File: config.mk
export PLATFORM = sky130hd
export DESIGN_NAME = video_ctrl_regs
export DESIGN_NICKNAME = d
export VERILOG_FILES = /design/src/rtl/video_ctrl_regs.sv
export SDC_FILE = /design/constraint.sdc
export NUM_CORES = 1
export LEC_CHECK = 0
export ABC_AREA = 1
export CORE_MARGIN = 2
export CORE_UTILIZATION = 50
export CTS_CLUSTER_DIAMETER = 30
export DETAILED_ROUTE_END_ITERATION = 8
export GPL_TIMING_DRIVEN = 1
export HOLD_SLACK_MARGIN = 0.12
export PLACE_DENSITY_LB_ADDON = 0.1
export RECOVER_POWER = 100
export SLEW_MARGIN = 40
export SYNTH_ARGS = -nofsm -noshare
export SYNTH_HDL_FRONTEND = slang
export SYNTH_SLANG_ARGS = --single-unit
File: constraint.sdc
create_clock -name i_clk -period 1.9 [get_ports i_clk]
set_input_delay 0.38 -clock i_clk [delete_from_list [all_inputs] [get_ports i_clk]]
set_output_delay 0.38 -clock i_clk [all_outputs]
set_load 0.05 [all_outputs]
File: src/rtl/video_ctrl_regs.sv
// ============================================================================
// Module      : video_ctrl_regs
// Description : Bus-responder register block for display control (fg/bg colour,
//               scroll) with vsync-synchronous shadow update, frame counter, IRQ.
// Revision    : 1.0
// ============================================================================
`default_nettype none

module video_ctrl_regs #(
  parameter logic [11:0] FG_RESET     = 12'hFFF,
  parameter logic [11:0] BG_RESET     = 12'h000,
  parameter logic        VSYNC_ACTIVE = 1'b0
) (
  input  logic        i_clk,
  input  logic        i_rst,
  input  logic        i_cs,
  input  logic        i_stb,
  input  logic        i_we,
  input  logic [4:0]  i_addr,
  input  logic [31:0] i_data,
  output logic [31:0] o_data,
  output logic        o_data_ready,
  input  logic        i_vsync,
  output logic [11:0] o_fg_color,
  output logic [11:0] o_bg_color,
  output logic [4:0]  o_scroll_row,
  output logic        o_irq
);

  localparam logic [2:0] C_IDX_CTRL   = 3'd0;
  localparam logic [2:0] C_IDX_FG     = 3'd1;
  localparam logic [2:0] C_IDX_BG     = 3'd2;
  localparam logic [2:0] C_IDX_SCROLL = 3'd3;
  localparam logic [2:0] C_IDX_STATUS = 3'd4;

  logic        stb_prev_q, stb_prev_d;
  logic        vs_prev_q, vs_prev_d;
  logic        ack_q, ack_d;
  logic [31:0] data_q, data_d;
  logic [1:0]  ctrl_q, ctrl_d;
  logic [11:0] fg_sh_q, fg_sh_d, fg_act_q, fg_act_d;
  logic [11:0] bg_sh_q, bg_sh_d, bg_act_q, bg_act_d;
  logic [4:0]  scr_sh_q, scr_sh_d, scr_act_q, scr_act_d;
  logic [15:0] frame_cnt_q, frame_cnt_d;
  logic        irq_pend_q, irq_pend_d;
  logic        upd_pend_q, upd_pend_d;

  logic        w_accept, w_wr, w_rd, w_vs_ev, w_copy;
  logic [2:0]  w_idx;
  logic [31:0] w_rd_word;
  logic        w_unused;

  assign w_unused = ^{i_addr[1:0], i_data[31:12]};

  always_comb begin
    w_accept = i_cs & i_stb & ~stb_prev_q;
    w_wr     = w_accept & i_we;
    w_rd     = w_accept & ~i_we;
    w_idx    = i_addr[4:2];
    w_vs_ev  = (i_vsync == VSYNC_ACTIVE) && (vs_prev_q != VSYNC_ACTIVE);
    // Pending shadows go live at vsync, or as soon as shadow mode is switched off.
    w_copy   = upd_pend_q & (w_vs_ev | ~ctrl_q[1]);

    w_rd_word = 32'd0;
    case (w_idx)
      C_IDX_CTRL:   w_rd_word = {30'd0, ctrl_q};
      C_IDX_FG:     w_rd_word = {20'd0, fg_sh_q};
      C_IDX_BG:     w_rd_word = {20'd0, bg_sh_q};
      C_IDX_SCROLL: w_rd_word = {27'd0, scr_sh_q};
      C_IDX_STATUS: w_rd_word = {frame_cnt_q, 14'd0, upd_pend_q, irq_pend_q};
      default:      w_rd_word = 32'd0;
    endcase
  end

  always_comb begin
    stb_prev_d  = i_stb;
    vs_prev_d   = i_vsync;
    ack_d       = w_accept;
    data_d      = data_q;
    ctrl_d      = ctrl_q;
    fg_sh_d     = fg_sh_q;
    bg_sh_d     = bg_sh_q;
    scr_sh_d    = scr_sh_q;
    fg_act_d    = fg_act_q;
    bg_act_d    = bg_act_q;
    scr_act_d   = scr_act_q;
    frame_cnt_d = frame_cnt_q;
    irq_pend_d  = irq_pend_q;
    upd_pend_d  = upd_pend_q;

    if (w_rd) data_d = w_rd_word;

    // Copy uses the pre-write shadows; a same-cycle write then re-arms upd_pend.
    if (w_copy) begin
      fg_act_d   = fg_sh_q;
      bg_act_d   = bg_sh_q;
      scr_act_d  = scr_sh_q;
      upd_pend_d = 1'b0;
    end

    if (w_wr) begin
      case (w_idx)
        C_IDX_CTRL: ctrl_d = i_data[1:0];
        C_IDX_FG: begin
          fg_sh_d = i_data[11:0];
          if (ctrl_q[1]) upd_pend_d = 1'b1;
          else           fg_act_d   = i_data[11:0];
        end
        C_IDX_BG: begin
          bg_sh_d = i_data[11:0];
          if (ctrl_q[1]) upd_pend_d = 1'b1;
          else           bg_act_d   = i_data[11:0];
        end
        C_IDX_SCROLL: begin
          scr_sh_d = i_data[4:0];
          if (ctrl_q[1]) upd_pend_d = 1'b1;
          else           scr_act_d  = i_data[4:0];
        end
        C_IDX_STATUS: if (i_data[0]) irq_pend_d = 1'b0;
        default: ;
      endcase
    end

    if (w_vs_ev) begin
      frame_cnt_d = frame_cnt_q + 16'd1;
      irq_pend_d  = 1'b1;
    end
  end

  always_ff @(posedge i_clk) begin
    if (i_rst) begin
      stb_prev_q  <= 1'b1;
      vs_prev_q   <= ~VSYNC_ACTIVE;
      ack_q       <= 1'b0;
      data_q      <= 32'd0;
      ctrl_q      <= 2'd0;
      fg_sh_q     <= FG_RESET;
      bg_sh_q     <= BG_RESET;
      scr_sh_q    <= 5'd0;
      fg_act_q    <= FG_RESET;
      bg_act_q    <= BG_RESET;
      scr_act_q   <= 5'd0;
      frame_cnt_q <= 16'd0;
      irq_pend_q  <= 1'b0;
      upd_pend_q  <= 1'b0;
    end else begin
      stb_prev_q  <= stb_prev_d;
      vs_prev_q   <= vs_prev_d;
      ack_q       <= ack_d;
      data_q      <= data_d;
      ctrl_q      <= ctrl_d;
      fg_sh_q     <= fg_sh_d;
      bg_sh_q     <= bg_sh_d;
      scr_sh_q    <= scr_sh_d;
      fg_act_q    <= fg_act_d;
      bg_act_q    <= bg_act_d;
      scr_act_q   <= scr_act_d;
      frame_cnt_q <= frame_cnt_d;
      irq_pend_q  <= irq_pend_d;
      upd_pend_q  <= upd_pend_d;
    end
  end

  // A reset landing in the ack cycle suppresses the acknowledge of the dropped transfer.
  assign o_data_ready = ack_q & ~i_rst;
  assign o_data       = data_q;
  assign o_fg_color   = fg_act_q;
  assign o_bg_color   = bg_act_q;
  assign o_scroll_row = scr_act_q;
  assign o_irq        = irq_pend_q & ctrl_q[0];

endmodule

`default_nettype wire

== Word level (Yosys, flattened, before mapping) ==
Cells that the tools add are included.

* Register bits after elaboration: 113

* $add $sub $neg: 1
* Equality and inequality tests: 4
* Multiplexer cells: 21
* Bitwise operators: 13
* Reduce and logical (&&, ||, !) cells: 11

{| class="wikitable"
|+ Operators with widths
! operator !! number
|-
| one-hot mux 32 bit (5 select lines) || 1
|-
| two-way mux 12 bit || 8
|-
| two-way mux 5 bit || 4
|-
| adder 16 x 1 -> 16 bit (second input constant) || 1
|-
| two-way mux 1 bit || 8
|-
| AND reduction 2 bit || 4
|-
| bitwise AND 1 bit || 7
|-
| == test 3 x 2 -> 1 bit (second input constant) || 2
|-
| nonzero test 2 bit || 3
|-
| NOT 1 bit || 5
|-
| == test 3 x 1 -> 1 bit (second input constant) || 1
|-
| == test 3 bit (second input constant) || 1
|-
| zero test 3 bit || 1
|-
| AND reduction 3 bit || 1
|-
| OR reduction 3 bit || 1
|-
| logical AND 1 bit || 1
|-
| bitwise OR 1 bit || 1
|}

== Logic depth before layout (Yosys ltp) ==
Gate-level depths: netlist of the first run.

* Depth after elaboration: 8
* Depth in mapped cells: 10

== Worst setup path before layout of the first run ==
Ideal clock, no wire load.

* Path kind: input to output
* From: input i_rst
* To: output o_data_ready
* Arrival time: 1,381 ps
* Path slack: 139 ps
* Stages: 3
* Path through: clkbuf_1 clkbuf_1 nor2_1

* Cells in the longest elaborated chain, start to end: 2

{| class="wikitable"
|+ Ends and longest elaborated chain
! what !! line !! text
|-
| start, declared || 15 || <nowiki>input logic i_rst,</nowiki>
|-
| NOT 1 bit || 165 || <nowiki>assign o_data_ready = ack_q & ~i_rst;</nowiki>
|-
| bitwise AND 1 bit || 165 ||
|-
| end, declared || 22 || <nowiki>output logic o_data_ready,</nowiki>
|}

Every way passes these cells.

== Worst setup path in the final report of the first run ==
* From: input i_addr[2]
* To: register bg_act_q[0], in the netlist o_bg_color[0]

* Cells in the longest elaborated chain, start to end: 3

{| class="wikitable"
|+ Ends and longest elaborated chain
! what !! line !! text
|-
| start, declared || 19 || <nowiki>input logic [4:0] i_addr,</nowiki>
|-
| == test 3 x 2 -> 1 bit || 102 || <nowiki>case (w_idx)</nowiki>
|-
| two-way mux 12 bit || 102 ||
|-
| two-way mux 12 bit || 101 || <nowiki>if (w_wr) begin</nowiki>
|-
| end signal, assigned || 156 || <nowiki>bg_act_q <= bg_act_d;</nowiki>
|-
| end, declared || 42 || <nowiki>logic [11:0] bg_sh_q, bg_sh_d, bg_act_q, bg_act_d;</nowiki>
|}

Every way passes these cells.
A chain may end at the register's enable or synchronous reset.

==> results of run 1 <==
where the power goes:
| part | switching, mW | internal [mW] |
|---|---|---|
| combinational | 0.181 | 0.101 |
| clock | 0.811 | 0.756 |
| sequential | 0.0116 | 2.30 |
per-layer routing:
layer	global-route usage, %	share of wire (%)	up-vias
met5	0	0	-
met4	7.17	1.7	0
met3	4.07	5.0	21
met2	38.2	46	112
met1	30.4	47	2050
li1	-	-	2304
cells in the mapped netlist (2+ instances only):
library cell  count
nand2_1         154
dfxtp_1         109
o21ai_0          69
a21oi_1          66
inv_1            66
nor2_1           63
nand3_1          40
clkbuf_1         14
o211ai_1         12
buf_2            10
nor3_1            8
o22ai_1           7
buf_4             6
buf_6             6
inv_2             4
nand2_2           4
nand4_1           3
nor2_2            3
buf_1             2
nand2_4           2
nor2_4            2
state kept, by name, summed over array words and instances (netlist names):
name / cells
ack_q: 1
fg_sh_q: 12
o_scroll_row: 5
upd_pend_q: 1
o_fg_color: 12
o_bg_color: 12
irq_pend_q: 1
stb_prev_q: 1
o_data: 28
vs_prev_q: 1
ctrl_q: 2
scr_sh_q: 5
bg_sh_q: 12
frame_cnt_q: 16
worst reg2reg max path, cell delays in order (launching register included):
cell and delay [ns]:
dfxtp_1 0.42, ha_1 0.19, nand3_1 0.10, nor3_1 0.24, clkbuf_1 0.18, nand2_1 0.08
o21ai_0 0.19, a21oi_1 0.06
through the flow:
stage                     setup TNS (ns)  total power, mW  utilization, %  instances  setup slack (ns)
final                                  0             4.16            61.9        882             0.192
after global routing                   0             4.30            61.9        882            0.0821
after CTS                              0             4.21            63.9        882             0.196
after detailed placement           -1.60             2.65            61.9        866           -0.0739
after global placement            -0.195             2.65            61.9        866           -0.0116
after floorplan                        0             2.53               -        666             0.139
worst paths after layout:
path	end	startpoint	slack (ns)
worst max-delay path	o_bg_color[0]	i_addr[2]	0.19
worst min-delay path	o_data[0]	i_rst	0.44
worst min register to register	o_data[18]	o_data[18]	0.47
worst max register to register	frame_cnt_q[8]	frame_cnt_q[0]	0.34
cell type report:
type / instances / area (um2) / area share [%]
multi-input combinational: 448 / 2090 / 36.5
tap: 129 / 161 / 2.82
inverter: 70 / 263 / 4.59
timing repair buffer: 110 / 808 / 14.1
clock buffer: 10 / 128 / 2.23
clock inverter: 6 / 91.3 / 1.60
sequential: 109 / 2180 / 38.2
logic make-up (layout without fill, tap and decap cells):
logic type,count (synthesis),in the layout,share of synthesized area [%]
flops,109,109,45.8
fa+ha+maj,1,1,0.263
buf+inv,109,196,10.3
compound gates,158,158,17.6
xor+xnor,1,1,0.184
other cells,1,4,0.0787
simple gates,284,284,25.8
repair_timing:
item	CTS	global route
endpoints found under the setup margin	25	0
gates resized for setup	25	0
setup buffers	0	0
==> summary.txt, run 1 <==
Critical path
  – Most used cell along the critical path: nand2_1
  – Worst endpoint data arrival time: ~2.0 ns
  – R2r worst-path depth: 7
  – Crit path cell chain: dlygate4sd3_1, nor2_4, nand2_2, inv_2, nand2_1, nor2_1, buf_12, nand2_1, nand2_1, nor2_1
  – Delay-heaviest family, CP: buffers and inverters
  – Cell depth of the worst setup path: 10
  – Worst setup path category: input port to flip-flop
  – Slowest stage delay, CP: between 0.6 and 0.7 ns
  – Max FO, Critical Path: 24
  – Crit path capture type: flip-flop
  – CP required: 2.17 ns
  – CP Launch Type: input port
  – CP max stage cell: dlygate4sd3_1
  – Buf/Inv on CP: 3

Floorplan
  – Die Wd: approximately 100 um
  – Starting Density: between 50% and 60%
  – Core Area: roughly 0.0092 mm2
  – Io pins: between 100 and 150
  – Rows: 35
  – Die Span Y: approximately 100 um
  – DIE AREA: just over 0.01 mm2

CTS
  – Max Root-Sink Buffers: 2
  – Clock sink count: between 100 and 150
  – Clk slew on worst S/H paths: 0.10 ns
  – H-tree levels: 3
  – CTS root buffer: clkbuf_8
  – # hold bufs at CTS: 0
  – Inserted Clock Buffers: 9
  – Clk_lat worst skew: between 0.3 and 0.4 ns
  – CTS tree: built

Power
  – IR drop worst, VDD: between 0.5 and 0.6 mV
  – Leakage power: 2.54 nW
  – PwrDens: slightly above 700 mW/mm2

Yosys
  – Syn Area/Cell: ~7 um2
  – Post-synthesis sequential area ratio: 45.8%
  – Dominant cell type by area after synthesis: dfxtp_1
  – Ys Warns: 0
  – Yosys cell types: 34
  – Main synth FF type: dfxtp_1
  – Syn Std Cell Area: ~0.0048 mm2
  – Synth Register Bits: approximately 110
  – Share of the synthesized area in the top cell type: 45.8%
  – Asr flop ratio synth: 0%
  – Mapped Cells: 663
  – Post-synth EDFFs: 0
  – Synth area leaders: dfxtp_1 (46%), nand2_1 (12%), o21ai_0 (7.2%)

Global routing
  – Final global-route overflow total: 0
  – Total GRT Usage: between 20% and 30%
  – Largest net degree at the start of global routing: just over 50
  – Vias in the first global route: about 4,000
  – Antenna violations before repair: 0
  – Global-route wire length before repair: between 15,000 and 20,000 um

STA
  – RSZ-0062 raised after global routing: no
  – Final Hold Viols: 0
  – Slew Viols, Final: 0
  – Rel. slew slack: 58.9%
  – Fin crit share: around nine tenths
  – Min Hold Slack: between 0.4 and 0.5 ns
  – Max frequency: 586 MHz
  – Final min period: around 1.7 ns
  – Final setup fails: 0
  – Setup Skew: around 0.013 ns
  – Slew @ Worst Pin: around 0.62 ns

Layout
  – Final Cell Area: 0.00572 mm2
  – Most common cell after layout, fill and taps aside: nand2_1
  – Ant. Diodes: 0
  – Area delta synth->final: 20.0%
  – Most frequent cells in the layout: nand2_1 (155), dfxtp_1 (109), o21ai_0 (69)
  – Layout cells sized above 1: 7.30%
  – Final Net Count: approximately 800
  – Fillers: around 910

Flow run
  – Max_cap viols: 0

Detailed routing
  – Pre-antenna DRT Iters: 4
  – Vias/cell: slightly above 5
  – Drt drc: 0
  – Via count: 4,487
  – Routed WL: between 10,000 and 15,000 um
  – Detail Route Antenna Nets: 0
  – WL/cell: roughly 13 um
  – 1st-iter DRT viols: around 210

Placement
  – Cell Area, Placed: roughly 0.0057 mm2
  – Final GP Congestion: 0.897
  – Hpwl dp: ~8400 um
  – Port Buffer Count: between 70 and 80

Status
  – Outcome: finished, final reports clean

Min path
  – Hold Path Cell Cnt: 3
  – Tightest Hold Check Type: input port to flip-flop
(Power assumes the default switching activity.)
==> run 2: changes to the inputs <==
Settings changed: CORE_UTILIZATION 50 to 30.
==> run 2 against run 1 <==
  * Power grew 4.3%
  * Core utilization shrank 25 points
  * Non-clock buffer count grew 3
  * Clock power grew 11%
  * Fmax shrank 7.9%
  * Worst setup slack lost 0.15 ns
  * First-iteration DRC count grew 20%
  * Global-route usage shrank 6.9 points
  * Clock-buffer cell count grew 1
  * Clock skew shrank 0.0071 ns
  * Register-to-register slack gained 0.02 ns
==> summary.txt, run 2 (synthesized netlist as in run 1, its figures left out) <==
Power
  – Combinational power share: 6.7% (about the same)
  – Register share of total power: 53.3% (-2.2 points)
  – PwrDens: 745 mW/mm2 (+2.5%)
  – IR drop worst, VDD: 0.433 mV (-15%)
  – Net Sw Power: 1.05 mW (+4.8%)
  – Sw Ratio: 24.3% (+0.14 points)
  – Leakage power: 2.46 nW (-3.2%)
  – Share of total power in the clock network: 40.1% (+2.4 points)
  – P_int: 3.28 mW (+4.1%)

Global routing
  – GR Layer Usage met1: 21.6% (-8.8 points)
  – Grt met2 use: 25.4% (-13 points)
  – Largest net degree at the start of global routing: 61 (+20%)
  – Antenna violations before repair: 0 (unchanged)
  – Total GRT Usage: 16.0% (-6.9 points)
  – Met3 Track Usage GR: 3.24% (-0.83 points)
  – Global-route wire length before repair: 21,000 um (+11%)
  – GRT busiest layer: met2
  – Final global-route overflow total: 0 (unchanged)
  – Vias in the first global route: 4,195 (+4.7%)

Layout
  – Most frequent cells in the layout: nand2_1 (155), dfxtp_1 (109), o21ai_0 (70)
  – Fillers: 1,699 (+87%)
  – Ant. Diodes: 0 (unchanged)
  – Final Net Count: 795 (+0.38%)
  – Layout cells sized above 1: 8.20% (+0.90 points)
  – Area delta synth->final: 22.1%
  – Max reg flops: 28 (unchanged)
  – Most common cell after layout, fill and taps aside: nand2_1
  – Final Cell Area: 0.00582 mm2 (+1.8%)

Detailed routing
  – Via count: 4,421 (-1.5%)
  – Detail Route Antenna Nets: 0 (unchanged)
  – Vias/cell: 4.55 (-11%)
  – 1st-iter DRT viols: 250 (+20%)
  – WL/cell: 13.3 um (+0.70%)
  – Pre-antenna DRT Iters: 4 (unchanged)
  – Drt drc: 0 (unchanged)
  – Routed WL: 12,900 um (+11%)

Floorplan
  – Rows: 46 (+31%)
  – Die Wd: 130 um (+28%)
  – DIE AREA: 0.0169 mm2 (+64%)
  – Core Area: 0.0157 mm2 (+70%)
  – Io pins: 106 (unchanged)
  – Die Span Y: 130 um (+28%)
  – Starting Density: 30.3% (-21 points)

CTS
  – Clock sink count: 109 (unchanged)
  – # hold bufs at CTS: 0 (unchanged)
  – CTS tree: built
  – Postcts setup bufs: 0 (unchanged)
  – Clk_lat worst skew: 0.35 ns (-0.02 ns)
  – H-tree levels: 3 (unchanged)
  – CTS root buffer: clkbuf_16
  – Inserted Clock Buffers: 9 (unchanged)
  – Max Root-Sink Buffers: 2 (unchanged)
  – Clk slew on worst S/H paths: 0.07 ns (-0.03 ns)

Critical path
  – Max FO, Critical Path: 2 (-92%)
  – CP required: 1.52 ns (-0.65 ns)
  – Crit path cell chain: clkdlybuf4s50_1
  – Delay-heaviest family, CP: buffers and inverters
  – Crit path capture type: primary output
  – CP max stage cell: clkdlybuf4s50_1
  – Buf/Inv on CP: 1 (-2)
  – Slowest stage delay, CP: 0.80 ns (+0.15 ns)
  – Worst setup path category: flip-flop to primary output
  – CP Launch Type: flip-flop
  – Worst endpoint data arrival time: 1.47 ns (-0.51 ns)

STA
  – RSZ-0062 raised after global routing: no
  – Slew Viols, Final: 0 (unchanged)
  – Max frequency: 539 MHz (-7.9%)
  – Fin crit share: 97.6% (+7.7 points)
  – Slew @ Worst Pin: 0.615 ns (-0.00375 ns)
  – Final setup fails: 0 (unchanged)
  – Final Hold Viols: 0 (unchanged)
  – Rel. slew slack: 59.2% (+0.25 points)
  – Setup Skew: 0.00616 ns (-0.00713 ns)
  – Min Hold Slack: 0.428 ns (-0.00881 ns)
  – Final min period: 1.85 ns (+0.147 ns)

Status
  – Outcome: finished, final reports clean

Flow run
  – Max_cap viols: 0 (unchanged)

Placement
  – Final GP Congestion: 0.848 (-5.5%)
  – Cell Area, Placed: 0.00583 mm2 (+1.9%)
  – Port Buffer Count: 79 (unchanged)
  – Hpwl dp: 9230 um (+10%)

Min path
  – Tightest Hold Check Type: input port to flip-flop
==> run 2: cell types whose count changed in the layout (fill, tap and decap cells not counted), moves of 2 or more <==
cell,change
dlygate4sd3_1,-2
inv_6,-3
clkinv_2,+3
clkbuf_1,+16
buf_4,+6
bufinv_16,-2
clkbuf_16,+9
clkbuf_8,-9
clkdlybuf4s50_1,+4
dlygate4sd2_1,-22
==> run 2: path summary, 6_finish.rpt <==
kind,endpoint,depth (start not counted),slack (ns),from
min reg2reg,o_data[1],2,0.46,o_data[1]
max reg2reg,frame_cnt_q[14],8,0.36,frame_cnt_q[0]
min,o_data[4],2,0.43,i_rst
max,o_data[23],1,0.05,o_data[23]
==> run 2: per-stage QoR <==
step	setup TNS (ns)	util, %	instances	worst slack (ns)	power, mW
after global placement	-0.565	37.1	956	-0.0373	2.66
after CTS	0	38.7	972	0.00202	4.41
after global routing	0	37.0	972	0.00238	4.51
after floorplan	0	-	666	0.139	2.53
final	0	37.0	972	0.0454	4.34
after detailed placement	-2.23	37.1	956	-0.0735	2.66
==> run 2: metal layers <==
metal / routed length, um / share of wire (%)
met2: 5660 / 44
met4: 225 / 1.7
met5: 0 / 0
met1: 6450 / 50
met3: 549 / 4.3
==> run 2: layout make-up <==
class | instances | area, um2 | share of cell area (%)
Clock buffer | 11 | 233 | 4.00
Clock inverter | 5 | 27.5 | 0.473
Inverter | 70 | 263 | 4.52
Multi-Input combinational cell | 448 | 2090 | 35.9
Sequential cell | 109 | 2180 | 37.5
Tap cell | 216 | 270 | 4.64
Timing Repair Buffer | 113 | 753 | 12.9
==> run 2: power by group through the flow <==
stage               combinational (mW)  clock (mW)  sequential, mW
floorplan                        0.158           0            2.37
global placement                 0.295           0            2.36
detailed placement               0.299           0            2.36
CTS                              0.300        1.80            2.31
global route                     0.320        1.88            2.31
finish                           0.289        1.74            2.31
==> run 2: timing repair <==
action	in CTS	in global routing
resized for setup	3	11
setup endpoints to repair	3	11
cloned	0	0
